--- config.mk ---
export PLATFORM = sky130hd
export DESIGN_NAME = invntt_sched
export DESIGN_NICKNAME = d
export VERILOG_FILES = /design/src/rtl/invntt_sched.sv
export SDC_FILE = /design/constraint.sdc
export NUM_CORES = 1
export LEC_CHECK = 0
export ABC_CLOCK_PERIOD_IN_PS = 3600
export CORE_MARGIN = 2
export CORE_UTILIZATION = 25
export DETAILED_ROUTE_END_ITERATION = 10
export PLACE_DENSITY_LB_ADDON = 0.3
export SYNTH_ARGS = -nofsm -noshare
export SYNTH_HDL_FRONTEND = slang
export SYNTH_SLANG_ARGS = --single-unit
--- constraint.sdc ---
create_clock -name clk -period 3.6 [get_ports clk]
set_input_delay 0.9 -clock clk [delete_from_list [all_inputs] [get_ports clk]]
set_output_delay 0.9 -clock clk [all_outputs]
set_load 0.01 [all_outputs]
--- src/rtl/invntt_sched.sv ---
// invntt_sched: command sequencer for the inverse-NTT core (load, calculate, drain per polynomial)
// with a CAL-phase watchdog so a hung core returns the block to IDLE with a sticky error.
module invntt_sched #(
    parameter int DEPTH    = 8,
    parameter int MAX_POLY = 4,
    parameter int TIMEOUT  = 4096
) (
    input  logic             clk,
    input  logic             reset_n,
    input  logic             start,
    input  logic [2:0]       num_poly,
    input  logic             in_valid,
    output logic             in_ready,
    input  logic [15:0]      in_data_1,
    input  logic [15:0]      in_data_2,
    output logic             core_set,
    output logic             core_readin,
    output logic [DEPTH-1:0] core_in_index,
    output logic [15:0]      core_din_1,
    output logic [15:0]      core_din_2,
    output logic             core_full_in,
    output logic             core_cal_en,
    output logic             core_readout,
    input  logic             core_readin_ok,
    input  logic             core_done,
    input  logic [15:0]      core_dout_1,
    input  logic [15:0]      core_dout_2,
    input  logic [DEPTH-1:0] core_out_index,
    input  logic             core_valid_out,
    output logic             out_valid,
    output logic [15:0]      out_data_1,
    output logic [15:0]      out_data_2,
    output logic [DEPTH-1:0] out_index,
    output logic [1:0]       out_poly,
    output logic             busy,
    output logic             cmd_done,
    output logic             err
);
    localparam int HALF = 2 ** (DEPTH - 1);
    localparam int WW   = $clog2(TIMEOUT);

    typedef enum logic [2:0] {IDLE, LOAD, FULL, CAL, DRAIN, NEXT} state_t;

    state_t           state, state_nx;
    logic [DEPTH-2:0] pair_cnt;
    logic [DEPTH-1:0] drain_cnt;
    logic [WW-1:0]    wd;
    logic [2:0]       num_lat, poly_cnt;
    logic             start_ok, take, cap, last_drain, last_poly, timeout;

    assign start_ok   = start && num_poly != 3'd0 && num_poly <= 3'(MAX_POLY);
    assign take       = state == LOAD && in_valid && core_readin_ok;
    assign cap        = state == DRAIN && core_valid_out;
    assign last_drain = cap && drain_cnt == DEPTH'(HALF - 1);
    assign last_poly  = poly_cnt + 3'd1 == num_lat;
    assign timeout    = wd == WW'(TIMEOUT - 1);

    always_comb begin
        state_nx = state;
        case (state)
            IDLE:    if (start_ok) state_nx = LOAD;
            LOAD:    if (take && &pair_cnt) state_nx = FULL;
            FULL:    state_nx = CAL;
            CAL:     if (core_done) state_nx = DRAIN; else if (timeout) state_nx = IDLE;
            DRAIN:   if (last_drain) state_nx = NEXT;
            NEXT:    state_nx = last_poly ? IDLE : LOAD;
            default: state_nx = IDLE;
        endcase
    end

    always_ff @(posedge clk or negedge reset_n) begin
        if (!reset_n) begin
            state      <= IDLE;
            pair_cnt   <= '0;
            drain_cnt  <= '0;
            wd         <= '0;
            num_lat    <= '0;
            poly_cnt   <= '0;
            err        <= 1'b0;
            cmd_done   <= 1'b0;
            out_valid  <= 1'b0;
            out_data_1 <= '0;
            out_data_2 <= '0;
            out_index  <= '0;
            out_poly   <= '0;
        end else begin
            state    <= state_nx;
            cmd_done <= state == NEXT && last_poly;
            out_valid <= cap;
            if (state == IDLE) pair_cnt <= '0;
            else if (take) pair_cnt <= pair_cnt + 1'b1;
            if (state != DRAIN) drain_cnt <= '0;
            else if (cap) drain_cnt <= drain_cnt + 1'b1;
            // watchdog holds at its terminal count rather than wrapping
            if (state != CAL) wd <= '0;
            else if (!timeout) wd <= wd + 1'b1;
            if (state == IDLE && start_ok) begin
                num_lat  <= num_poly;
                poly_cnt <= '0;
                err      <= 1'b0;
            end
            if (state == CAL && !core_done && timeout) err <= 1'b1;
            if (state == NEXT) poly_cnt <= poly_cnt + 3'd1;
            if (cap) begin
                out_data_1 <= core_dout_1;
                out_data_2 <= core_dout_2;
                out_index  <= core_out_index;
                out_poly   <= poly_cnt[1:0];
            end
        end
    end

    assign busy          = state != IDLE;
    assign in_ready      = state == LOAD && core_readin_ok;
    assign core_set      = state == LOAD || state == FULL || state == CAL || state == DRAIN;
    assign core_readin   = take;
    assign core_in_index = state == LOAD ? {pair_cnt, 1'b0} : '0;
    assign core_din_1    = take ? in_data_1 : '0;
    assign core_din_2    = take ? in_data_2 : '0;
    assign core_full_in  = state == FULL;
    assign core_cal_en   = state == CAL;
    assign core_readout  = state == DRAIN;
endmodule
# Word level (Yosys, flattened, before mapping)
# Index checks and enable logic that the tools add are counted.
# totals
reg_bits,81
inputBits,82
output_inout_bits,92
word_cells,78
# op_classes
addsub,4
order_cmp,1
n_eq_ne,15
mux,20
reduce_logical,25
# ops
op,count
16-bit 2-to-1 mux,2
12-bit 2-to-1 mux,2
8-bit 2-to-1 mux,3
3-bit 2-to-1 mux,7
3-bit case mux with 6 select lines,1
7-bit 2-to-1 mux,2
"12-bit by 1-bit adder with 12-bit output, second input constant",1
"12-bit equality test, second input constant",1
1-bit logical AND,12
"8-bit by 1-bit adder with 8-bit output, second input constant",1
"8-bit by 7-bit equality test with 1-bit output, second input constant",1
2-bit nonzero test,4
"7-bit by 1-bit adder with 7-bit output, second input constant",1
7-bit AND reduction,1
"3-bit by 2-bit equality test with 1-bit output, second input constant",2
"3-bit equality test, second input constant",2
"2-bit by 1-bit != test with 1-bit output, second input constant",3
3-bit nonzero test,2
4-bit AND reduction,1
"3-bit by 1-bit adder with 3-bit output, second input constant",1
"3-bit by 1-bit equality test with 1-bit output, second input constant",1
3-bit equality test,1
"3-bit <= comparator, second input constant",1
3-bit zero test,1
7 further kinds,11

# Depth between registers and ports, before layout
# depth
word_depth,6
ltp_mapped,8
ltp_nobuf,6

# Worst setup path before layout
# OpenSTA, ideal clock, no wires.
# synth_timing
path_kind,input-to-output
startpoint,in core_readin_ok
endpoint,out core_din_2[10]
arrival_ns,1.593
required_time_ns,2.700
slack_ns,1.107
path_stages,4
n_path_buf,1
cell_sequence,nand3_1 clkinv_1 buf_2 and2_1
# synth_via
elab_chain_cells,2
# synth_rtl
element,line,text
"start, declared",24,"input logic core_readin_ok,"
1-bit logical AND,52,assign take = state == LOAD && in_valid && core_readin_ok;
via core_readin,17,"output logic core_readin,"
16-bit 2-to-1 mux,119,assign core_din_2 = take ? in_data_2 : '0;
"end, declared",20,"output logic [15:0] core_din_2,"
# The timed path passes the listed nets, and every way through them passes these cells.

# Worst setup path in the final report
# layout_timing
startpoint,in core_readin_ok
endpoint,out core_din_1[5]
# layout_via
elab_chain_cells,2
# layout_rtl
element,line,text
1-bit logical AND,52,
16-bit 2-to-1 mux,118,assign core_din_1 = take ? in_data_1 : '0;
"end, declared",19,"output logic [15:0] core_din_1,"
# Every way passes these cells.

==> impl_metrics.json <==
{
  "final-instance-count-excl-fill": 729,
  "netlist_area_sq_mm": 0.00404,
  "hold_class": "flip-flop to flip-flop",
  "largest_net_degree_at_the_start_of_global_routing": 67,
  "met2_usage": 0.174,
  "worst_ep_required_time_ns": 2.70,
  "endpoint_kind": "output port",
  "drive_above_1_share": 0.138,
  "tritoncts": "done",
  "ys_seq_elements": 81,
  "worst_clock_skew_ns": 0.00439,
  "synth-edff-count": 0,
  "ctsResizeCount": 0,
  "ys_seq_area_frac": 0.502,
  "synth_top_flop_cell": "sky130_fd_sc_hd__dfrtp_1",
  "met1_usage": 0.141,
  "placed_cells_incl_taps": 715,
  "yosysWarningCount": 0,
  "worst-path-max-fanout": 33,
  "clock-sinks": 81,
  "die-area_sq_mm": 0.0172,
  "layout_min_cycle_time_ns": 3.46,
  "timing.fmax_ghz": 0.289,
  "clk-insertion-delay-late_ns": 0.34,
  "post_cts_hold_buffer_count": 0,
  "postSynthAreaPerCell_sq_um": 12.0,
  "cts_post_setup_buffers_inserted": 0,
  "rsz0062_at_grt": "no",
  "total_wire_length_um": 9730,
  "run_status": "complete, no violations",
  "ranking_of_synthesized_cells_by_instance_count": "sky130_fd_sc_hd__dfrtp_1 (81), sky130_fd_sc_hd__and2_1 (40), sky130_fd_sc_hd__mux2_4 (39)",
  "clk_transition_reported_paths_ns": 0.05,
  "worst_ep_arrival_time_ns": 2.56,
  "busiest_layer": "met2",
  "finalWeightedCongestion": 0.757,
  "multi_input_comb_area_sq_mm": 0.00182,
  "yosysTopAreaCellShare": 0.502,
  "grt_remaining_overflow": 0,
  "numCtsBuffers": 9,
  "route.antenna.remaining_nets": 0,
  "vias": 3141,
  "register_area_sq_mm": 0.00203,
  "count_of_different_cell_masters_after_synthesis": 46,
  "number_of_pins_exceeding_their_max_slew_limit_in_the_final_report": 0,
  "start_util": 0.255,
  "drt-vias-per-instance": 4.31,
  "n_antenna_cell": 0,
  "first_pass_grt_wire_length_um": 14700,
  "totalNegativeSetupSlack_ns": 0,
  "final-hold-violation-count": 0,
  "fill_cells": 1509,
  "crit_path_start_kind": "input port",
  "cts_root_buffer": "sky130_fd_sc_hd__clkbuf_16",
  "fp.dieW_um": 131,
  "tightestPinTransition_ns": 0.855,
  "antenna_found_initial": 0,
  "synthArstFlopShare": 1.00,
  "static-leakage-power_nw": 2.58,
  "layout_worst_path_cycle_share": 0.962,
  "cellPowerDensity_mw_per_mm2": 619,
  "dr.first_iter.drc_count": 209,
  "count_of_input_and_output_buffers": 172,
  "synth.top_cells.by_area": "sky130_fd_sc_hd__dfrtp_1 (50%), sky130_fd_sc_hd__mux2_4 (15%), sky130_fd_sc_hd__and2_1 (6.2%)",
  "routed_wire_length_per_instance_um": 13.3,
  "drc_errors_left": 0,
  "ir_drop_v": 0.000199,
  "grt_usage": 0.111,
  "synth_top_cell_by_area": "sky130_fd_sc_hd__dfrtp_1",
  "num_rows": 46,
  "core_region_area_sq_mm": 0.0158,
  "dp_hpwl_um": 7120,
  "grt_use_met3": 0.0305,
  "cts_htree_levels": 3,
  "area_growth_pct": 53.7,
  "cts-root-to-sink-buffers": 2,
  "max_cap_violations": 0,
  "count_of_final_setup_violators": 0,
  "final_nets": 596,
  "floorplan.io_pins": 174,
  "syn_inst": 335,
  "synth.net_count": 421,
  "slew-limit-headroom": 0.430,
  "chipHeight_um": 131,
  "number_of_global_route_vias_before_repair": 3037,
  "post-synth-top-count-cell": "sky130_fd_sc_hd__dfrtp_1",
  "critPathKind": "input port to output port",
  "detail_route.first_pass.iterations": 6
}
==> sequential cells by signal, indices dropped and copies added (netlist names) <==
register,flops
pair_cnt,7
out_valid,1
wd,12
drain_cnt,8
out_data_2,16
poly_cnt,3
state,3
err,1
cmd_done,1
out_data_1,16
out_poly,2
out_index,8
num_lat,3
==> critical path: stages <==
cell and delay [ns]:
sky130_fd_sc_hd__clkdlybuf4s50_1 0.50, sky130_fd_sc_hd__nand3_1 0.15, sky130_fd_sc_hd__inv_2 0.15, sky130_fd_sc_hd__buf_12 0.16
sky130_fd_sc_hd__and2_1 0.15, sky130_fd_sc_hd__clkdlybuf4s50_1 0.54
==> per-layer routing <==
metal / share of wire / vias up
met2: 0.47 / 115
met5: 0 / -
li1: - / 1501
met3: 0.059 / 15
met4: 0.021 / 0
met1: 0.45 / 1510
==> area by class of cell <==
cell class              count  share of cell area
flip-flops and latches     81               0.327
clock buffers              14              0.0426
well taps                 216              0.0436
multi-input cells         233               0.294
repair buffers            179               0.290
inverters                   6             0.00383
==> logic make-up after synthesis <==
group | Yosys count | share of synthesized area
XOR/XNOR | 19 | 0.0412
other | 1 | 0.000929
buffers and inverters | 21 | 0.0462
adder cells (fa/ha/maj) | 4 | 0.0124
flip-flops | 81 | 0.502
AND/OR/NAND/NOR | 133 | 0.185
AO/OA/AOI/OAI | 29 | 0.0453
multiplexers | 47 | 0.167
==> path summary, 6_finish.rpt <==
path                                                 start                          to  slack [ns]  cells after the start
min in group asynchronous                          reset_n  out_data_2[14]$_DFFE_PN0P_        0.67                      1
worst max-delay path                        core_readin_ok               core_din_1[5]        0.14                      6
worst min register to register  out_data_1[14]$_DFFE_PN0P_  out_data_1[14]$_DFFE_PN0P_        0.50                      1
worst min-delay path            out_data_1[14]$_DFFE_PN0P_  out_data_1[14]$_DFFE_PN0P_        0.50                      1
max in group asynchronous                          reset_n     poly_cnt[2]$_DFFE_PN0P_        2.25                      2
worst max register to register        state[2]$_DFFE_PN0P_    out_index[1]$_DFFE_PN0P_        1.23                      5
==> layout by cell type, fill, tap and decap left out, types with 2 or more instances in the layout <==
cell type                           n
sky130_fd_sc_hd__clkdlybuf4s50_1  171
sky130_fd_sc_hd__dfrtp_1           81
sky130_fd_sc_hd__and2_1            40
sky130_fd_sc_hd__mux2_4            39
sky130_fd_sc_hd__nor2_1            28
sky130_fd_sc_hd__nand2_1           16
sky130_fd_sc_hd__xnor2_1           13
sky130_fd_sc_hd__nand3_1           11
sky130_fd_sc_hd__o21ai_0            9
sky130_fd_sc_hd__nor3_1             9
sky130_fd_sc_hd__clkbuf_16          9
sky130_fd_sc_hd__a21oi_1            7
sky130_fd_sc_hd__xor2_1             6
sky130_fd_sc_hd__mux2_2             6
sky130_fd_sc_hd__buf_4              6
sky130_fd_sc_hd__or3_1              5
sky130_fd_sc_hd__inv_1              4
sky130_fd_sc_hd__nor4_1             4
sky130_fd_sc_hd__nand4_1            4
sky130_fd_sc_hd__ha_1               4
sky130_fd_sc_hd__and3_1             3
sky130_fd_sc_hd__o31ai_1            3
sky130_fd_sc_hd__clkbuf_1           3
sky130_fd_sc_hd__or3b_1             2
sky130_fd_sc_hd__nand3b_1           2
sky130_fd_sc_hd__nor3b_1            2
sky130_fd_sc_hd__a22o_1             2
sky130_fd_sc_hd__mux2i_1            2
sky130_fd_sc_hd__a31oi_1            2
sky130_fd_sc_hd__clkbuf_8           2
sky130_fd_sc_hd__buf_12             2
==> power breakdown <==
group | internal, mW | total [mW] | leakage (nW) | switching (mW)
clock network | 0.498 | 0.838 | 0.129 | 0.340
logic | 1.03 | 1.62 | 1.40 | 0.588
registers | 1.19 | 1.38 | 1.05 | 0.191
total | 2.72 | 3.84 | 2.58 | 1.12
==> through the flow <==
stage	utilization	hold slack (ns)	setup slack [ns]	power, mW	area, sq um
2_1_floorplan	-	0.472	1.11	2.19	4040
3_3_place_gp	0.375	0.493	0.142	3.01	5940
3_5_place_dp	0.375	0.492	0.125	3.03	5940
4_1_cts	0.392	0.508	0.126	3.90	6200
5_1_grt	0.392	0.518	0.00492	4.07	6200
6_report	0.392	0.503	0.138	3.84	6200
No activity file was read; power rests on OpenSTA's default activity.
